File: src/rtl/riscv_pkg.sv
// Shared RV32I definitions for the writeback stage: datapath widths, load
// funct3 encodings and the writeback FSM state type.
package riscv_pkg;

  localparam int XLEN       = 32;
  localparam int REG_ADDR_W = 5;

  // Load size/sign encodings carried in funct3.
  localparam logic [2:0] FUNCT3_LB  = 3'b000;
  localparam logic [2:0] FUNCT3_LH  = 3'b001;
  localparam logic [2:0] FUNCT3_LW  = 3'b010;
  localparam logic [2:0] FUNCT3_LBU = 3'b100;
  localparam logic [2:0] FUNCT3_LHU = 3'b101;

  typedef enum logic {
    IDLE    = 1'b0,
    WAIT_LD = 1'b1
  } wb_state_t;

endpackage : riscv_pkg

File: src/rtl/load_extend.sv
// Combinational load data formatter. It selects the addressed byte or halfword
// out of the aligned memory word, then sign- or zero-extends it to XLEN.
// LW and the reserved funct3 codes pass the word through unchanged.
module load_extend
  import riscv_pkg::*;
(
  input  logic [XLEN-1:0] raw_i,
  input  logic [2:0]      funct3_i,
  input  logic [1:0]      addr_lo_i,
  output logic [XLEN-1:0] result_o
);

  logic [7:0]  byte_sel;
  logic [15:0] half_sel;

  // Pick the addressed byte and halfword lanes from the raw word.
  always_comb begin
    // NOTE: every signal driven here gets a default first, so no path can
    // leave it unassigned and infer a latch.
    byte_sel = raw_i[7:0];
    unique case (addr_lo_i)
      2'd0: byte_sel = raw_i[7:0];
      2'd1: byte_sel = raw_i[15:8];
      2'd2: byte_sel = raw_i[23:16];
      2'd3: byte_sel = raw_i[31:24];
      default: byte_sel = raw_i[7:0];
    endcase
    half_sel = addr_lo_i[1] ? raw_i[31:16] : raw_i[15:0];
  end

  // Extend the selected lane according to the load size and signedness.
  always_comb begin
    result_o = raw_i;
    case (funct3_i)
      FUNCT3_LB:  result_o = {{(XLEN-8){byte_sel[7]}}, byte_sel};
      FUNCT3_LBU: result_o = {{(XLEN-8){1'b0}}, byte_sel};
      FUNCT3_LH:  result_o = {{(XLEN-16){half_sel[15]}}, half_sel};
      FUNCT3_LHU: result_o = {{(XLEN-16){1'b0}}, half_sel};
      default:    result_o = raw_i;
    endcase
  end

endmodule : load_extend

File: src/rtl/writeback_stage.sv
// Final RV32I pipeline stage. Accepts one retiring instruction per handshake,
// waits for the data-memory response on loads, and issues one registered
// register-file write (plus a retire pulse) per instruction. Writes to x0 are
// suppressed but still retire.
// Optional feature macro: WB_FWD_EN adds the EX bypass outputs fwd_valid,
// fwd_rd, fwd_data and the load hazard flag ld_pending.
module writeback_stage
  import riscv_pkg::*;
(
  input  logic                  clk,
  input  logic                  rst_n,
  input  logic                  in_valid,
  output logic                  in_ready,
  input  logic [REG_ADDR_W-1:0] in_rd,
  input  logic                  in_rd_we,
  input  logic                  in_is_load,
  input  logic [2:0]            in_funct3,
  input  logic [1:0]            in_addr_lo,
  input  logic [XLEN-1:0]       in_alu_result,
  input  logic                  dmem_rsp_valid,
  input  logic [XLEN-1:0]       dmem_rsp_data,
  output logic [REG_ADDR_W-1:0] reg3,
  output logic [XLEN-1:0]       write_data_result,
  output logic                  write_reg_enable,
  output logic                  retire
`ifdef WB_FWD_EN
  ,
  output logic                  fwd_valid,
  output logic [REG_ADDR_W-1:0] fwd_rd,
  output logic [XLEN-1:0]       fwd_data,
  output logic                  ld_pending
`endif
);

  wb_state_t             state_q;
  logic [REG_ADDR_W-1:0] ld_rd_q;
  logic                  ld_we_q;
  logic [2:0]            ld_funct3_q;
  logic [1:0]            ld_addr_lo_q;

  logic [REG_ADDR_W-1:0] wr_rd_q;
  logic [XLEN-1:0]       wr_data_q;
  logic                  wr_en_q;
  logic                  retire_q;

  logic [XLEN-1:0]       ld_result;

  load_extend u_load_extend (
    .raw_i     (dmem_rsp_data),
    .funct3_i  (ld_funct3_q),
    .addr_lo_i (ld_addr_lo_q),
    .result_o  (ld_result)
  );

  // The only combinational output: accept new work only when no load is open.
  assign in_ready = (state_q == IDLE);

  // Writeback FSM with registered write port and retire pulse.
  always_ff @(posedge clk or negedge rst_n) begin
    if (!rst_n) begin
      state_q      <= IDLE;
      ld_rd_q      <= '0;
      ld_we_q      <= 1'b0;
      ld_funct3_q  <= '0;
      ld_addr_lo_q <= '0;
      wr_rd_q      <= '0;
      wr_data_q    <= '0;
      wr_en_q      <= 1'b0;
      retire_q     <= 1'b0;
    end else begin
      // NOTE: non-blocking assignments throughout, so every register samples
      // pre-edge values regardless of statement order. The strobes default
      // low here and are raised below only when a write actually happens.
      wr_en_q  <= 1'b0;
      retire_q <= 1'b0;
      unique case (state_q)
        IDLE: begin
          if (in_valid) begin
            if (in_is_load) begin
              ld_rd_q      <= in_rd;
              ld_we_q      <= in_rd_we;
              ld_funct3_q  <= in_funct3;
              ld_addr_lo_q <= in_addr_lo;
              state_q      <= WAIT_LD;
            end else begin
              wr_en_q   <= in_rd_we && (in_rd != '0);
              wr_rd_q   <= in_rd;
              wr_data_q <= in_alu_result;
              retire_q  <= 1'b1;
            end
          end
        end
        WAIT_LD: begin
          if (dmem_rsp_valid) begin
            wr_en_q   <= ld_we_q && (ld_rd_q != '0);
            wr_rd_q   <= ld_rd_q;
            wr_data_q <= ld_result;
            retire_q  <= 1'b1;
            state_q   <= IDLE;
          end
        end
        default: state_q <= IDLE;
      endcase
    end
  end

  assign reg3              = wr_rd_q;
  assign write_data_result = wr_data_q;
  assign write_reg_enable  = wr_en_q;
  assign retire            = retire_q;

`ifdef WB_FWD_EN
  // Bypass taps mirror the write port; ld_pending flags an open load to a real rd.
  assign fwd_valid  = wr_en_q;
  assign fwd_rd     = wr_rd_q;
  assign fwd_data   = wr_data_q;
  assign ld_pending = (state_q == WAIT_LD) && ld_we_q && (ld_rd_q != '0);
`endif

endmodule : writeback_stage

File: config.mk
export PLATFORM = sky130hd
export DESIGN_NAME = writeback_stage
export DESIGN_NICKNAME = d
export VERILOG_FILES = /design/src/rtl/riscv_pkg.sv /design/src/rtl/load_extend.sv /design/src/rtl/writeback_stage.sv
export SDC_FILE = /design/constraint.sdc
export NUM_CORES = 1
export LEC_CHECK = 0
export ABC_AREA = 0
export CORE_MARGIN = 3
export CORE_UTILIZATION = 40
export DETAILED_ROUTE_END_ITERATION = 6
export GPL_ROUTABILITY_DRIVEN = 0
export PLACE_DENSITY = 0.84
export REMOVE_ABC_BUFFERS = 1
export SLEW_MARGIN = 15
export SYNTH_ARGS = -nofsm -noshare
export SYNTH_HDL_FRONTEND = slang
export SYNTH_SLANG_ARGS = --single-unit
File: constraint.sdc
create_clock -name clk -period 1.75 [get_ports clk]
set_clock_uncertainty 0.2 [all_clocks]
set_input_delay 0.35 -clock clk [delete_from_list [all_inputs] [get_ports clk]]
set_output_delay 0.35 -clock clk [all_outputs]
set_load 0.005 [all_outputs]
==> reports/metrics.yaml <==
synthesis:
  async_reset_ff_frac: 1.000
  synth-edff-count: 0
  yosys_warnings: 0
  synth.distinct_cells: 41
  ys_seq_area_frac: 0.4218
  syn_inst: 299
  ys_seq_elements: 51
  syn_avg_cell_area_um2: 10.12
  ys.flop_type: "dfrtp_1"
  netlist_area_mm2: 0.003025
die:
  placementRows: 31
  core_mm2: 0.007292
  start_util: 0.4149
  top_level_ports: 120
  die_height_um: 92.97
  dieArea_mm2: 0.008643
  chipWidth_um: 92.97
clock_tree:
  cts-root-buf: "clkbuf_8"
  clk-insertion-delay-late_ps: 320
  path_clk_slew_ps: 100
  htreeDepth: 2
  cts_tree: "built"
  cts_inserted_buffers: 5
  cts_sinks: 51
  cts.path.max_buffers: 2
sta:
  finalHoldViolCount: 0
  worst_slack_ps: -85.02
  fin_crit_sh: 1.049
  fin_hold_ws_ps: 297.4
  finalMaxSlewViolations: 0
  period_needed_ps: 1835
  setup_viol: 25
  clock.fmax_mhz: 545.0
  max-slew-margin-rel: 0.7156
  rsz0062_at_grt: "yes"
  tightestPinTransition_ps: 421.9
global_routing:
  grt_antenna_before_repair: 0
  grtUsageTotal: 0.2429
  grt-ovfl-total: 0
  grt_start_max_net_pins: 52
  grt_pass1_vias: 3246
  grt_first_pass_wirelength_um: 16610
worst_setup_path:
  path_class: "reg2reg"
  r2r_end: "write_data_result[13]"
  rr_worst_depth: 5
  end_kind: "register"
  worstSetupStartpointType: "register"
  cp.required_ps: 1760
  worstSetupStartpoint: "ld_addr_lo_q[1]"
  arrival_ps: 1850
  cp_max_fo: 5
  reg2reg_from: "ld_addr_lo_q[1]"
  r2r_setup_slack_ps: -90
  worstSetupEndpoint: "write_data_result[13]"
placement:
  dp_hpwl_um: 7522
  io_buffers: 119
  place_ws_ps: -485.6
  placed_cell_area_mm2: 0.004581
detailed_routing:
  drt_iter0_drc: 190
  drc: 0
  drt-wirelength-per-cell_um: 19.61
  final_antenna_net_count: 0
  viasPerCell: 5.611
  dr.pass1.iters: 4
  routed_wl_um: 11340
  vias: 3243
hold_path:
  hp-class: "reg2reg"
cells_and_area:
  design_area_mm2: 0.005202
  n_antenna_cell: 0
  mostFrequentLayoutCell: "clkdlybuf4s50_1"
  nets: 558
  nFillCells: 508
  syn_to_final_growth_pct: 71.96
  final_layout_size_suffix_gt1_frac: 0.3507
  layout_common_cells: "83 x clkdlybuf4s50_1, 64 x buf_4, 49 x dfrtp_1, 37 x nand2_1, 35 x mux2_2"
power:
  power_w: 0.004949
  power_density_mw_per_mm2: 951.3
  leakage_nw: 2.334
  irDropWorstVdd_uv: 369.0
status:
  status: "finished, violations left"
  failed_checks: "setup timing"
job:
  drv_cap: 0
==> metal layers <==
metal | wire [um] | GRT usage
met5 | 0 | 0
met4 | 392 | 0.07937
met3 | 835 | 0.04425
met1 | 4366 | 0.3039
met2 | 5742 | 0.4229
==> power by group <==
group	switching, W	internal (W)
Sequential	0.000219	0.00149
Clock	0.000429	0.000279
Combinational	0.00108	0.00146
Total	0.00173	0.00322
==> worst min-delay path by stage <==
stage                         start                   end  slack (ps)  depth (start not counted)
6_report       write_data_result[3]  write_data_result[3]         300                          2
5_1_grt        write_data_result[0]  write_data_result[0]         330                          2
4_1_cts                     reg3[3]               reg3[3]         300                          2
3_5_place_dp                  rst_n                retire         160                          2
3_3_place_gp                  rst_n                retire         160                          2
2_1_floorplan                 rst_n       ld_addr_lo_q[0]        -150                          0
==> area by class of cell <==
cell class	instances	area, um2	share of cell area
multi-input cells	217	1760	0.3384
clock buffers	5	68.82	0.01323
well taps	99	123.9	0.02381
inverters	6	22.52	0.004329
repair buffers	197	1928	0.3706
clock inverters	3	20.02	0.003848
flip-flops and latches	51	1279	0.2458
==> per-stage QoR <==
step / TNS [ps] / cells / utilization
2_1_floorplan: -24160 / 274 / -
3_3_place_gp: -12540 / 540 / 0.6282
6_report: -1004 / 578 / 0.7135
3_5_place_dp: -14760 / 540 / 0.6282
4_1_cts: -772.3 / 568 / 0.6716
5_1_grt: -2353 / 578 / 0.7135
==> Yosys cell counts, types with 2 or more instances <==
master    count  share of area
dfrtp_1      51           0.42
a21oi_1      37          0.061
nand2_1      37          0.046
mux2_2       35           0.13
o22ai_1      24          0.050
a22o_1       13          0.038
mux2i_1      13          0.043
o21ai_0      12          0.020
a22oi_1       9          0.022
buf_2         9          0.015
o211ai_1      8          0.020
buf_6         7          0.026
inv_1         6         0.0074
clkbuf_1      5         0.0062
and2b_1       2         0.0050
buf_1         2         0.0025
buf_4         2         0.0050
nand2b_1      2         0.0041
nor2_1        2         0.0025
or4_1         2         0.0050
==> registers in the layout, summed over array words and instances, names as in the netlist <==
signal / count
ld_we_q: 1
state_q: 1
reg3: 5
ld_rd_q: 5
write_reg_enable: 1
retire: 1
ld_funct3_q: 3
ld_addr_lo_q: 2
write_data_result: 32
==> repair_timing <==
| action | 4_1_cts | 5_1_grt |
|---|---|---|
| setup buffers | 19 | 10 |
| gates resized for setup | 32 | 62 |
| endpoints found under the hold margin | 51 | 0 |
| endpoints found under the setup margin | 57 | 60 |
| pin swaps | 4 | 15 |
| hold buffers | 1 | 0 |
| cloned | 0 | 1 |
==> logic make-up after synthesis <==
| kind of cell | count (synthesis) | synth area share |
|---|---|---|
| flip-flops | 51 | 0.4218 |
| AO/OA/AOI/OAI | 114 | 0.2448 |
| buffers and inverters | 31 | 0.06203 |
| AND/OR/NAND/NOR | 54 | 0.08932 |
| multiplexers | 49 | 0.1820 |
==> critical path, cell delays in order (launching register included) <==
cell     delay (ps)
dfrtp_2         470
buf_6           120
mux4_2          530
a21oi_4         180
buf_4           150
a21oi_1          70
Power figures use the tool's default switching activity.
